<file path="config.mk">
export PLATFORM = sky130hd
export DESIGN_NAME = round_referee
export DESIGN_NICKNAME = d
export VERILOG_FILES = /design/src/rtl/tow_pkg.sv /design/src/rtl/key_pulse.sv /design/src/rtl/round_referee.sv
export SDC_FILE = /design/constraint.sdc
export NUM_CORES = 1
export LEC_CHECK = 0
export CORE_MARGIN = 5
export CORE_UTILIZATION = 53
export CTS_BUF_LIST = sky130_fd_sc_hd__clkbuf_4 sky130_fd_sc_hd__clkbuf_8
export DETAILED_ROUTE_END_ITERATION = 8
export PLACE_DENSITY = 0.76
export SLEW_MARGIN = 15
export SYNTH_ARGS = -nofsm -noshare
export SYNTH_HDL_FRONTEND = slang
export SYNTH_HIERARCHICAL = 1
export SYNTH_SLANG_ARGS = --single-unit
</file>
<file path="constraint.sdc">
create_clock -name Clock -period 1.7 [get_ports Clock]
set_input_delay 0.34 -clock Clock [delete_from_list [all_inputs] [get_ports Clock]]
set_output_delay 0.34 -clock Clock [all_outputs]
set_load 0.05 [all_outputs]
</file>
<file path="src/rtl/tow_pkg.sv">
// Shared definitions for the round referee: FSM states, winner encodings and
// the default winner-hold length.
package tow_pkg;

  typedef enum logic [1:0] {
    ST_PLAY    = 2'd0,
    ST_WIN_L   = 2'd1,
    ST_WIN_R   = 2'd2,
    ST_RESTART = 2'd3
  } state_t;

  localparam logic [1:0] WINNER_NONE  = 2'b00;
  localparam logic [1:0] WINNER_LEFT  = 2'b01;
  localparam logic [1:0] WINNER_RIGHT = 2'b10;

  localparam int HOLD_CYCLES_DEFAULT = 16;
  localparam int HOLD_W              = 8;

  function automatic logic [1:0] winner_of(input state_t st);
    logic [1:0] w;
    case (st)
      ST_WIN_L: w = WINNER_LEFT;
      ST_WIN_R: w = WINNER_RIGHT;
      ST_PLAY:  w = WINNER_NONE;
      default:  w = WINNER_NONE;
    endcase
    return w;
  endfunction

endpackage

</file>
<file path="src/rtl/key_pulse.sv">
// Two-flop synchronizer for a raw key level plus a registered edge history;
// rise is high while the synced level is 1 and its history is still 0.
module key_pulse (
  input  logic Clock,
  input  logic reset,
  input  logic key,
  output logic rise
);

  logic sync1_r;
  logic sync2_r;
  logic prev_r;

  // Synchronizer chain and edge history
  always_ff @(posedge Clock) begin
    if (reset) begin
      sync1_r <= 1'b0;
      sync2_r <= 1'b0;
      prev_r  <= 1'b0;
    end else begin
      sync1_r <= key;
      sync2_r <= sync1_r;
      prev_r  <= sync2_r;
    end
  end

  assign rise = sync2_r & ~prev_r;

endmodule

</file>
<file path="src/rtl/round_referee.sv">
// Tug-of-war round referee: forwards key presses to the playfield, detects a
// winning press at an end light, holds the winner, then restarts the round.
module round_referee
  import tow_pkg::*;
#(
  parameter int HOLD_CYCLES = HOLD_CYCLES_DEFAULT
) (
  input  logic       Clock,
  input  logic       reset,
  input  logic       keyL,
  input  logic       keyR,
  input  logic       leftEnd,
  input  logic       rightEnd,
  output logic       pressL,
  output logic       pressR,
  output logic       victoryL,
  output logic       victoryR,
  output logic       roundReset,
  output logic [1:0] winner
);

  localparam logic [HOLD_W-1:0] HOLD_LAST = HOLD_W'(HOLD_CYCLES - 1);

  state_t              state_r;
  state_t              state_s;
  logic [HOLD_W-1:0]   hold_r;
  logic [HOLD_W-1:0]   hold_s;
  logic                rise_l_s;
  logic                rise_r_s;
  logic                win_l_s;
  logic                win_r_s;
  logic                press_l_s;
  logic                press_r_s;

  key_pulse u_key_l (
    .Clock (Clock),
    .reset (reset),
    .key   (keyL),
    .rise  (rise_l_s)
  );

  key_pulse u_key_r (
    .Clock (Clock),
    .reset (reset),
    .key   (keyR),
    .rise  (rise_r_s)
  );

  // Next-state, hold counter and press forwarding; presses only leave in PLAY
  always_comb begin
    state_s   = state_r;
    hold_s    = hold_r;
    win_l_s   = 1'b0;
    win_r_s   = 1'b0;
    press_l_s = 1'b0;
    press_r_s = 1'b0;
    case (state_r)
      ST_PLAY: begin
        // Both ends lit, or both keys rising together, is never a win
        win_l_s   = rise_l_s & ~rise_r_s & leftEnd & ~rightEnd;
        win_r_s   = rise_r_s & ~rise_l_s & rightEnd & ~leftEnd;
        press_l_s = rise_l_s & ~win_l_s;
        press_r_s = rise_r_s & ~win_r_s;
        hold_s    = {HOLD_W{1'b0}};
        if (win_l_s) begin
          state_s = ST_WIN_L;
        end else if (win_r_s) begin
          state_s = ST_WIN_R;
        end else begin
          state_s = ST_PLAY;
        end
      end
      ST_WIN_L, ST_WIN_R: begin
        if (hold_r == HOLD_LAST) begin
          state_s = ST_RESTART;
          hold_s  = {HOLD_W{1'b0}};
        end else begin
          state_s = state_r;
          hold_s  = hold_r + {{(HOLD_W-1){1'b0}}, 1'b1};
        end
      end
      ST_RESTART: begin
        state_s = ST_PLAY;
        hold_s  = {HOLD_W{1'b0}};
      end
      default: begin
        state_s = ST_RESTART;
        hold_s  = {HOLD_W{1'b0}};
      end
    endcase
  end

  // State, hold counter and registered pulse outputs
  always_ff @(posedge Clock) begin
    if (reset) begin
      state_r  <= ST_RESTART;
      hold_r   <= {HOLD_W{1'b0}};
      pressL   <= 1'b0;
      pressR   <= 1'b0;
      victoryL <= 1'b0;
      victoryR <= 1'b0;
    end else begin
      state_r  <= state_s;
      hold_r   <= hold_s;
      pressL   <= press_l_s;
      pressR   <= press_r_s;
      victoryL <= win_l_s;
      victoryR <= win_r_s;
    end
  end

  assign winner     = winner_of(state_r);
  assign roundReset = (state_r == ST_RESTART);

endmodule

</file>
Word level (Yosys, flattened, before mapping):

Cells that the tools add are included.

* register bits after elaboration: 20
* input bits: 6
* output and inout port bits: 7
* logic and storage cells: 48

* add/sub/neg operators: 1
* equality and inequality tests: 5
* multiplexer cells: 7
* bitwise operators: 19
* reductions and logical operators: 4

Operators by type and width (number)
* 8-bit case mux with 2 select lines: 1
* 1-bit AND: 10
* 1-bit NOT: 9
* 8-bit by 1-bit adder with 8-bit output, second input constant: 1
* 8-bit by 4-bit equality test with 1-bit output, second input constant: 1
* 8-bit 2-to-1 mux: 1
* 2-bit 2-to-1 mux: 3
* 2-bit case mux with 3 select lines: 1
* 2-bit OR reduction: 3
* 2-bit equality test, second input constant: 2
* 2-bit case mux with 2 select lines: 1
* 2-bit by 1-bit equality test with 1-bit output, second input constant: 1
* 2-bit zero test: 1
* 2-bit != test, second input constant: 1

Longest topological paths before layout:

* depth in word-level cells: 9
* gate-level depth with buffers: 5

Cells and area by module:

The synthesis kept the hierarchy.

Modules (own cells, without submodules)
* round_referee: times used 1, cells each 69, area an instance 650.6 um2
* key_pulse: times used 2, cells each 7, area an instance 87.6 um2

Worst setup path after synthesis:

No wires, ideal clock.

* kind: register -> register
* start: register state_r[0]
* end: register hold_r[5]
* arrival time: 1.421 ns
* slack: 0.209 ns
* cell stages (with the launch flop): 5
* period minus slack after synthesis: 1.491 ns
* cell sequence: dfxtp_1 -> ha_1 -> or3_4 -> o21bai_1 -> a21oi_1

* word-level cells in the longest chain between the ends: 3
* elaborated cells on any way between the ends: 7
* those cells by class: eq/ne (3); mux (1); reduce/logical (3)

Ends and longest elaborated chain
* start, declared: RTL line round_referee.sv:24 `state_t state_r;`
* start signal, assigned: RTL line round_referee.sv:103 `state_r <= state_s;`
* 2-bit equality test
* net roundReset: RTL line round_referee.sv:18 `output logic roundReset,`
* 2-bit OR reduction (no source line)
* 8-bit case mux with 2 select lines: RTL line round_referee.sv:57 `case (state_r)`
* end signal, assigned: RTL line round_referee.sv:97 `hold_r <= {HOLD_W{1'b0}};`
* end signal, assigned: RTL line round_referee.sv:104 `hold_r <= hold_s;`
* end, declared: RTL line round_referee.sv:26 `logic [HOLD_W-1:0] hold_r;`

The timed path passes the listed nets, and every way through them passes these cells.
A chain may end at the register's enable or synchronous reset.

Worst setup path after layout:

* start: register state_r[0]
* end: register hold_r[5]

* word-level cells in the longest chain between the ends: 3
* elaborated cells on any way between the ends: 7
* those cells by class: eq/ne (3); mux (1); reduce/logical (3)

Ends and longest elaborated chain (RTL line)
* 2-bit equality test, or another cell as far along: round_referee.sv:57
* 2-bit OR reduction, on equally long branches
* 8-bit case mux with 2 select lines *: round_referee.sv:57

Mark *: on every way between the ends. The rest lies on a longest branch, timed or not.

==> results_dict.tcl <==
set metrics [dict create \
    fillers 123 \
    post_drt_wl_per_cell_um 11.7 \
    synth_top_area_share_pct 48.5 \
    pin_count 13 \
    root_buffer "clkbuf_4" \
    numPortBuffers 12 \
    diodes 0 \
    core-area_sq_um 1490 \
    yosysWarningCount 6 \
    antenna_found_initial 0 \
    synth.cell_area_sq_um 826 \
    cpPeakStageDelay_ps 410 \
    antenna_left 0 \
    status "complete, no violations" \
    postCtsSetupBuffers 0 \
    area_growth_syn_to_layout_pct 25.0 \
    timing.critical_path.buf_inv 1 \
    die_x_um 49.5 \
    worstPathCellList "inv_1 -> ha_1 -> or3_4 -> o21bai_1 -> a21oi_1" \
    crit_fanout 5 \
    hp-class "register to register" \
    rr_worst_depth 5 \
    rrSetupSlack_ps 150 \
    start_kind "register" \
    yosysTopAreaCell "dfxtp_1" \
    ys_ff_latch 20 \
    place.gp.congestion 0.717 \
    vias_per_cell 5.28 \
    worst_slew_pin_slew_ps 330 \
    first_pass_iters 4 \
    setup_ws_ps 151 \
    hold_buffers 0 \
    placed_cell_area_sq_um 996 \
    cts-htree-levels 1 \
    leakagePower_uw 0.000401 \
    ir_worst_vdd_v 0.000830 \
    crit_family "flip-flops" \
    regMostFlops "hold_r" \
    slew_headroom_pct 78.0 \
    power_density_nw_per_um2 1320 \
    tns_ps 0 \
    crit_slowest_cell "dfxtp_1" \
    fin_worst_skew_ps 5.87 \
    cts_inserted_buffers 3 \
    clock_sinks 20 \
    wl_um 1360 \
    finalCritPeriodShare_pct 91.1 \
    use_met2_pct 19.5 \
    fin_area_sq_um 1030 \
    min_period_ps 1550 \
    first_global_vias 526 \
    hp-start "u_key_r/sync1_r$_SDFF_PP0_" \
    avgSynthCellArea_sq_um 9.95 \
    drive_gt1_share_pct 19.0 \
    critPathKind "register to register" \
    end_kind "register" \
    multi_input_area_sq_um 402 \
    reg.largest.list "hold_r: 8 flops, state_r: 2 flops" \
    largest_reg_flops 8 \
    num_rows 14 \
    place_inst 112 \
    vias 612 \
    ctsResizeCount 0 \
    whs_path_depth 1 \
    synth_cell_type_count 28 \
    rsz0062_at_grt "no" \
    use_met3_pct 3.01 \
    ff_latch_area_sq_um 400 \
    drtIter0Drc 5 \
    overflow 0 \
    place_hpwl_um 1100 \
    grt_max_degree 15 \
    synth_fp_nets 94 \
    clock_path_buffers 2 \
    drc_errors 0 \
    hold_path_end "u_key_r/sync2_r$_SDFF_PP0_" \
    reg2reg_to "hold_r[5]$_SDFF_PP0_" \
    nNetsFinal 112 \
    cp.required_ps 1940 \
    final_cells 116 \
    grt_usage_pct 12.1 \
    die_area_sq_um 2450 \
    yosysSeqAreaShare_pct 48.5 \
    crit-reg2reg-launch "state_r[0]$_SDFFE_PP1P_" \
    whs_ps 450 \
    start_util_pct 55.5 \
    clk_pin_slew_ps 110 \
    syn_inst 83 \
    drv_cap 0 \
    hold_viol_final 0 \
    use_met1_pct 14.0 \
    worst_ep_arrival_time_ps 1790 \
    busiest_layer "met2" \
    fmax_mhz 645 \
    cts_tree "yes" \
    synth_area_leaders "dfxtp_1 (48%), ha_1 (7.6%), nor2b_1 (5.3%), nor3b_1 (3.6%), a21oi_1 (2.4%)" \
    drv_slew 0 \
    place_ws_ps 114 \
    die_h_um 49.5 \
    clk-insertion-delay-late_ps 300 \
    grt_pass1_wl_um 2240 \
    setup_viol 0 \
]
-- how the worst max path moves through the flow --
stage	startpoint	to	slack, ps	cells past startpoint
6_report	state_r[0]$_SDFFE_PP1P_	hold_r[5]$_SDFF_PP0_	150	5
5_1_grt	state_r[0]$_SDFFE_PP1P_	hold_r[5]$_SDFF_PP0_	40	5
4_1_cts	state_r[0]$_SDFFE_PP1P_	hold_r[5]$_SDFF_PP0_	140	5
3_5_place_dp	reset	hold_r[5]$_SDFF_PP0_	110	4
3_3_place_gp	reset	hold_r[7]$_SDFF_PP0_	140	4
2_1_floorplan	state_r[0]$_SDFFE_PP1P_	hold_r[5]$_SDFF_PP0_	210	4
-- cell usage in the layout, fill, tap and decap left out, drive strengths merged, types with 5 or more instances in the layout --
master | netlist | routed
buf | 1 | 9
clkdlybuf4s50 | 0 | 5
dfxtp | 20 | 20
ha | 5 | 5
inv | 5 | 5
nand2 | 5 | 5
nor2 | 5 | 5
nor2b | 9 | 9
-- cells by family (layout without fill, tap and decap cells) --
| group | after synthesis | after routing | synth area share (%) |
|---|---|---|---|
| XOR/XNOR | 1 | 1 | 1.06 |
| adder cells (fa/ha/maj) | 5 | 5 | 7.58 |
| multiplexers | 2 | 2 | 2.42 |
| flip-flops | 20 | 20 | 48.5 |
| AO/OA/AOI/OAI | 13 | 13 | 10.9 |
| AND/OR/NAND/NOR | 36 | 36 | 26.7 |
| buffers and inverters | 6 | 23 | 2.88 |
-- power breakdown --
part | internal [uW] | leakage, uW | switching, uW
clock network | 131 | 0.0000210 | 143
registers | 509 | 0.000163 | 38.6
logic | 264 | 0.000217 | 283
-- synth_stat cells --
cell and instances:
dfxtp_1 20, nor2b_1 7, ha_1 5, inv_1 5
nand2_1 5, nor2_1 5, a21oi_1 4, nor3b_1 4
o21ai_0 3, a311oi_1 2, mux2i_1 2, nand3_1 2
nor2b_2 2, nor3_1 2, or3_1 2, a31oi_1 1
buf_2 1, nand2b_1 1, nand3b_1 1, nand4_1 1
nand4b_1 1, o211ai_1 1, o21ai_4 1, o21bai_1 1
or3_2 1, or3_4 1, or4_4 1, xnor2_1 1
-- final cells by class --
class,count,share of cell area [%]
well taps,16,1.94
multi-input cells,57,38.9
inverters,5,1.82
clock buffers,4,3.52
flip-flops and latches,20,38.8
repair buffers,14,15.0
-- layer usage --
layer  wire length (um)  up-vias
met5                  0        -
met4                 36        0
met3                 59        2
met2                648       11
met1                619      278
li1                   -      321
-- stage by stage --
stage | power (uW) | utilization [%]
after CTS | 1380 | 69.3
after global placement | 1100 | 66.9
final | 1370 | 69.3
after floorplan | 898 | -
after global routing | 1440 | 69.3
after detailed placement | 1110 | 66.9
Power figures use the tool's default switching activity.
